===== config.mk =====
export PLATFORM = sky130hd
export DESIGN_NAME = fft_stage_sequencer
export DESIGN_NICKNAME = d
export VERILOG_FILES = /design/src/rtl/fft_ctrl_pkg.sv /design/src/rtl/fft_watchdog_timer.sv /design/src/rtl/fft_stage_sequencer.sv
export SDC_FILE = /design/constraint.sdc
export NUM_CORES = 1
export LEC_CHECK = 0
export CAP_MARGIN = 20
export CORE_MARGIN = 5
export CORE_UTILIZATION = 51
export CTS_CLUSTER_DIAMETER = 80
export DETAILED_ROUTE_END_ITERATION = 16
export DONT_BUFFER_PORTS = 1
export HOLD_SLACK_MARGIN = 0.15
export PLACE_DENSITY = 0.79
export SLEW_MARGIN = 25
export SYNTH_ARGS = -nofsm -noshare
export SYNTH_HDL_FRONTEND = slang
export SYNTH_SLANG_ARGS = --single-unit

===== constraint.sdc =====
create_clock -name clk -period 1.7 [get_ports clk]
set_input_delay 0.34 -clock clk [delete_from_list [all_inputs] [get_ports clk]]
set_output_delay 0.34 -clock clk [all_outputs]
set_load 0.01 [all_outputs]

===== src/rtl/fft_ctrl_pkg.sv =====
// fft_ctrl_pkg: shared control types and constants for the 32-point FFT pipeline
package fft_ctrl_pkg;
  localparam int FFT_POINTS = 32;
  localparam int NUM_STAGES = $clog2(FFT_POINTS);
  localparam int STAGE_W = 3;
  typedef enum logic [2:0] {IDLE, LAUNCH, WAIT, HOLD, ERROR} state_t;
endpackage


===== src/rtl/fft_watchdog_timer.sv =====
// fft_watchdog_timer: counts consecutive enabled cycles and flags when TIMEOUT-1 is reached
module fft_watchdog_timer #(
  parameter int TIMEOUT = 15
) (
  input  logic clk,
  input  logic reset,
  input  logic clear,
  input  logic enable,
  output logic expired
);
  localparam int W = $clog2(TIMEOUT + 1);
  logic [W-1:0] count;
  always_ff @(posedge clk or posedge reset) begin
    if (reset) count <= '0;
    else if (clear) count <= '0;
    else if (enable && !expired) count <= count + 1'b1;
  end
  assign expired = count == W'(TIMEOUT - 1);
endmodule


===== src/rtl/fft_stage_sequencer.sv =====
// fft_stage_sequencer: launches each FFT stage in turn, waits for its finish, hands the frame downstream
module fft_stage_sequencer import fft_ctrl_pkg::*; #(
  parameter int NUM_STAGES  = fft_ctrl_pkg::NUM_STAGES,
  parameter int TIMEOUT     = 15,
  parameter int FRAME_CNT_W = 16
) (
  input  logic                   clk,
  input  logic                   reset,
  input  logic                   in_valid,
  output logic                   in_ready,
  output logic [NUM_STAGES-1:0]  stage_start,
  input  logic [NUM_STAGES-1:0]  stage_finish,
  output logic [2:0]             cur_stage,
  output logic                   busy,
  output logic                   out_valid,
  input  logic                   out_ready,
  output logic                   timeout_err,
  input  logic                   err_clear,
  output logic [FRAME_CNT_W-1:0] frame_count
);
  localparam logic [STAGE_W-1:0] LAST = STAGE_W'(NUM_STAGES - 1);
  state_t state, state_n;
  logic [STAGE_W-1:0] stage, stage_n;
  logic finish, expired;
  assign finish = stage_finish[stage];
  fft_watchdog_timer #(.TIMEOUT(TIMEOUT)) u_wdt (
    .clk(clk),
    .reset(reset),
    .clear(state == LAUNCH),
    .enable(state == WAIT),
    .expired(expired)
  );
  always_comb begin
    state_n = state;
    stage_n = stage;
    unique case (state)
      IDLE: if (in_valid) begin
        state_n = LAUNCH;
        stage_n = '0;
      end
      LAUNCH: state_n = WAIT;
      WAIT: if (finish) begin
        state_n = stage == LAST ? HOLD : LAUNCH;
        stage_n = stage == LAST ? stage : stage + 1'b1;
      end else if (expired) state_n = ERROR;
      HOLD: if (out_ready) begin
        state_n = IDLE;
        stage_n = '0;
      end
      ERROR: if (err_clear) begin
        state_n = IDLE;
        stage_n = '0;
      end
      default: state_n = IDLE;
    endcase
  end
  always_ff @(posedge clk or posedge reset) begin
    if (reset) begin
      state       <= IDLE;
      stage       <= '0;
      frame_count <= '0;
    end else begin
      state <= state_n;
      stage <= stage_n;
      if (state == HOLD && out_ready) frame_count <= frame_count + 1'b1;
    end
  end
  // all outputs decode from registered state so they track an async reset immediately
  assign in_ready    = state == IDLE;
  assign stage_start = state == LAUNCH ? NUM_STAGES'(1) << stage : '0;
  assign cur_stage   = stage;
  assign busy        = state == LAUNCH || state == WAIT;
  assign out_valid   = state == HOLD;
  assign timeout_err = state == ERROR;
endmodule


### Yosys cells after proc, flatten, opt, wreduce, memory -nomap -nowiden

Index checks and enable logic that the tools add are counted.

| word-level totals | value |
|---|---|
| flip-flop bits (word level) | 26 |
| memories | 0 |
| input bits | 10 |
| output and inout port bits | 28 |
| RAM bits | 0 |
| ROM bits | 0 |
| bits in latches | 0 |

| cells by class | value |
|---|---|
| bitwise operators | 0 |
| order comparisons | 1 |
| divide/modulo/power cells | 0 |
| eq/ne operators | 12 |
| reductions and logical operators | 9 |
| shift-type cells | 1 |
| $mul | 0 |
| multiplexer cells | 16 |
| add/sub/neg operators | 3 |

Operator list:

| cell | number |
|---|---|
| 3-bit 2-to-1 mux | 8 |
| 16-bit by 1-bit adder with 16-bit output (second input constant) | 1 |
| 3-bit case mux with 5 select lines | 1 |
| 3-bit case mux with 4 select lines | 1 |
| 4-bit 2-to-1 mux | 2 |
| 3-bit by 2-bit equality test with 1-bit output (second input constant) | 2 |
| 3-bit equality test (second input constant) | 2 |
| 2-bit != test (second input constant) | 3 |
| 6-bit AND reduction | 1 |
| 5-bit 2-to-1 mux | 1 |
| 1-bit by 3-bit left shift with 5-bit output (first input constant) | 1 |
| 4-bit by 1-bit adder with 4-bit output (second input constant) | 1 |
| 4-bit equality test (second input constant) | 1 |
| 3-bit by 4-bit less-than comparator with 1-bit output (second input constant) | 1 |
| 2-bit by 1-bit != test with 1-bit output (second input constant) | 2 |
| 4-bit AND reduction | 1 |
| 4-bit nonzero test | 1 |
| 3-bit by 1-bit adder with 3-bit output (second input constant) | 1 |
| 1-bit binary-select mux with 3-bit select | 1 |
| 3-bit by 1-bit equality test with 1-bit output (second input constant) | 1 |
| 3-bit logical NOT | 1 |
| 3-bit != test (second input constant) | 1 |
| 1-bit logical AND | 2 |
| 2-bit 2-to-1 mux | 1 |
| other kinds (4) | 4 |

### Depth between registers and ports, before layout

| logic depth | value |
|---|---|
| depth after elaboration | 5 |
| depth in mapped cells | 6 |
| mapped depth without buffers | 6 |

### By module

Synthesis repeated with hierarchy kept, for this count alone.

| unflattened totals | value |
|---|---|
| cells, all modules | 155 |
| area, all modules | 1,540.2 um2 |

Modules (own cells, without submodules):

| module | area each (um2) | instances | cells an instance |
|---|---|---|---|
| fft_stage_sequencer | 1,325.0 | 1 | 132 |
| fft_watchdog_timer | 215.2 | 1 | 23 |

### Worst setup path after synthesis

No wires, ideal clock.

| timing path | value |
|---|---|
| path kind | reg2reg |
| start point | register stage[0] (netlist: cur_stage[0]) |
| end point | register stage[2] (netlist: cur_stage[2]) |
| arrival time | 1.649 ns |
| period minus slack after synthesis | 1.718 ns |
| required time | 1.631 ns |
| buffers on the path | 0 |
| cell stages (with the launch flop) | 7 |
| library setup time | 0.069 ns |
| slack | -0.018 ns |
| cells stage by stage | dfrtp_1 -> inv_1 -> ha_1 -> nand4b_1 -> and3_1 -> or4b_1 -> nand3_1 |

| on the way | value |
|---|---|
| cells in the longest elaborated chain, start to end | 4 |
| elaborated cells on any way between the ends | 10 |
| classes of those cells | add/sub: 1; eq/ne: 3; mux: 5; reduce/logical: 1 |

Ends and longest elaborated chain:

| element | line | source |
|---|---|---|
| from (decl) | fft_stage_sequencer.sv:23 | `logic [STAGE_W-1:0] stage, stage_n;` |
| from (signal assigned) | fft_stage_sequencer.sv:64 | `stage <= stage_n;` |
| 3-bit by 1-bit adder with 3-bit output / 1-bit binary-select mux with 3-bit select (equally long branches) | fft_stage_sequencer.sv:44, fft_stage_sequencer.sv:25 |  |
| 3-bit 2-to-1 mux / 1-bit 2-to-1 mux (equally long branches) | fft_stage_sequencer.sv:44, fft_stage_sequencer.sv:25 |  |
| 3-bit 2-to-1 mux / 2-bit != test (equally long branches) | -- |  |
| 3-bit case mux with 4 select lines / 6-bit AND reduction (equally long branches) | -- |  |

Several ways; a longest one is shown, not always the timed one. The select of a mux whose other input is x is not followed.
A chain may end at the register's enable or synchronous reset.

### Final worst setup path

| timing path | value |
|---|---|
| start point | register stage[1] (netlist: cur_stage[1]) |
| end point | register stage[2] (netlist: cur_stage[2]) |

Same word-level chain as after synthesis.

==> flow_metrics.tcl <==
set metrics [dict create \
    status "finished, violations left" \
    violations "setup timing" \
    sw_frac_of_total_pct 40.2 \
    critPathLaunch "cur_stage[1]" \
    hold_depth 2 \
    wl_per_cell_um 19.5 \
    fmax_ghz 0.553 \
    total_leakage_power_nw 0.960 \
    cp_num_buf_inv 2 \
    hold_start "out_ready" \
    place_ws_ns -0.0584 \
    die_w_um 64.9 \
    power.switching_w 0.00121 \
    max_stage_delay_ns 0.48 \
    reg2reg_depth 7 \
    dp_hpwl_um 2700 \
    hold_violations 0 \
    ant_nets 0 \
    worstPathRequired_ns 1.96 \
    peakVddDrop_mv 1.01 \
    finalCritPeriodShare_pct 106 \
    setup_slack_ns -0.109 \
    rows 20 \
    async_flop_share_pct 100 \
    core_um2 2980 \
    wl_um 4250 \
    drv_cap 0 \
    yosysWarnings 0 \
    pwr-share-seq_pct 31.1 \
    p_clk_share_pct 14.1 \
    layout-drive-gt1-share_pct 38.9 \
    cts_buffer_depth 2 \
    hp-class "in -> reg" \
    grt_max_degree 16 \
    yosys.area.top_type_share_pct 42.3 \
    r2r_slack_ns -0.11 \
    grt_pass1_wl_um 6330 \
    cts-root-buf "clkbuf_4" \
    min_period_ns 1.81 \
    stdcell_area_um2 2030 \
    vias 1342 \
    p_int_w 0.00181 \
    drtIter0Drc 53 \
    syn-instance-count 152 \
    cp-end-kind "register" \
    synth_edf_count 0 \
    placed_area_um2 1680 \
    relSlewSlack_pct 63.4 \
    finish.utilization_pct 68.2 \
    power_density_nw_per_um2 1490 \
    crit_slowest_cell "or4b_1" \
    synthFlopType "dfrtp_1" \
    fin_skew_ns 0.00756 \
    min_to "state[0]" \
    vias_per_cell 6.16 \
    cts.sinks 26 \
    yosysUniqueCellTypes 39 \
    synth.top_cells.by_area "dfrtp_1, xnor2_1, ha_1, nand3_1, and3_1" \
    grt_use_total_pct 19.1 \
    ys_seq_elements 26 \
    rsz0062_at_grt "yes" \
    diodes 0 \
    syn_avg_cell_area_um2 10.1 \
    setup_violations 7 \
    instances_no_fill 218 \
    gr-total-overflow 0 \
    dpl.cell_count 197 \
    area_growth_pct 32.1 \
    io_buffers 0 \
    seq_area_frac_synth_pct 42.3 \
    fin_nets 204 \
    p_total_w 0.00302 \
    netlist_area_um2 1540 \
    cp-start-kind "register" \
    antenna_found_initial 0 \
    clk_pin_slew_worst_paths_ns 0.15 \
    critPathMaxFanout 5 \
    p_comb_share_pct 54.7 \
    worst-slew-pin-transition_ns 0.549 \
    slew_viol_final 0 \
    initial_core_util_pct 51.6 \
    ios 38 \
    drcViolationCount 0 \
    drt_pre_antenna_iters 4 \
    place_congestion 0.867 \
    syn-num-nets 170 \
    htree_levels 1 \
    die_y_um 64.9 \
    critPathTopFamily "simple AND/OR/NAND/NOR gates" \
    worstSkewPairLatency_ns 0.33 \
    die_area_um2 4210 \
    critPathKind "reg -> reg" \
    r2r-start "cur_stage[1]" \
    timing.rr.end "cur_stage[2]" \
    grt_pass1_vias 1312 \
    critPathArrivalTime_ns 2.07 \
    cp_cell_sequence "buf_6 > inv_8 > ha_4 > nand4b_1 > and3_4 > or4b_1 > nand3_1" \
    numCtsBuffers 3 \
    tritoncts "done" \
    yosysTopAreaCell "dfrtp_1" \
]
[how the worst max path moves through the flow]
stage          cells past startpoint        endpoint
2_1_floorplan                      6    cur_stage[2]
6_report                           7    cur_stage[2]
3_5_place_dp                       6    cur_stage[2]
3_3_place_gp                       6    cur_stage[2]
5_1_grt                            6    cur_stage[2]
4_1_cts                            4  stage_start[2]
[through the flow]
step / hold WS [ns] / TNS (ns)
3_3_place_gp: 0.291 / 0
4_1_cts: 0.193 / -0.131
2_1_floorplan: 0.380 / 0
5_1_grt: 0.219 / -0.937
3_5_place_dp: 0.298 / -0.0584
6_report: 0.199 / -0.429
[cells in the final DEF, fill, tap and decap left out, types with 2 or more instances in the layout]
cell type	n
buf_4	27
dfrtp_1	21
nand3_1	16
xnor2_1	12
nand2_1	9
nor2_1	6
and3_1	5
xor2_1	5
and3_4	5
o21ai_0	5
dfrtp_2	5
buf_6	5
ha_1	4
nand4_1	3
inv_2	3
nor2_4	3
ha_2	3
clkbuf_4	3
nor3b_4	2
or4b_1	2
nand3b_1	2
a2bb2oi_1	2
a31oi_1	2
nor3b_1	2
nand2b_4	2
nor3_1	2
inv_1	2
a21oi_1	2
[power by group through the flow]
stage	combinational, W	sequential (W)	clock [W]
6_report	0.00165	0.000939	0.000427
5_1_grt	0.00177	0.000957	0.000451
4_1_cts	0.00127	0.000921	0.000430
3_5_place_dp	0.000981	0.000970	0
3_3_place_gp	0.000929	0.000952	0
2_1_floorplan	0.000691	0.000902	0
[layout make-up]
| type | count | area, um^2 |
|---|---|---|
| multi-input cells | 116 | 981 |
| well taps | 33 | 41.3 |
| clock inverters | 1 | 30.0 |
| flip-flops and latches | 26 | 657 |
| fillers | 212 | 947 |
| clock buffers | 3 | 22.5 |
| inverters | 6 | 30.0 |
| repair buffers | 33 | 269 |
[cell families (layout without fill, tap and decap cells)]
kind of cell               after synthesis  in the layout  synth area share (%)
AOI/OAI and AO/OA                       18             18                  8.54
xor gates and xnor gates                17             17                  9.68
adders and majority gates                8              8                  6.51
buffers and inverters                   10             43                  2.77
DFF                                     26             26                  42.3
muxes                                    1              1                 0.651
and+or+nand+nor                         72             72                  29.5
[synthesized netlist by cell type, types with 3 or more instances]
library cell	instances
dfrtp_1	26
nand3_1	16
xnor2_1	12
nand2_1	11
and3_1	10
nor2_1	10
ha_1	8
inv_1	6
o21ai_0	5
xor2_1	5
buf_2	4
nand4_1	3
nor3b_1	3
[layer usage]
metal / GRT usage (%) / up-vias / wire [um]
li1: - / 612 / -
met1: 22.1 / 657 / 1580
met2: 35.0 / 53 / 2280
met3: 3.12 / 20 / 169
met4: 6.86 / 0 / 215
met5: 0 / - / 0
[timing repair]
item / 4_1_cts / 5_1_grt
resized for setup: 27 / 20
hold buffers: 1 / 0
pin swaps: 2 / 8
setup buffers: 9 / 9
setup endpoints to repair: 11 / 15
hold endpoints to repair: 13 / 0
[flip-flops by register name, indices dropped and copies added, names as in the netlist]
| signal | cells |
|---|---|
| frame_count | 16 |
| u_wdt.count | 4 |
| cur_stage | 3 |
| state | 3 |
Note: power is estimated with default switching activity, not from simulation.
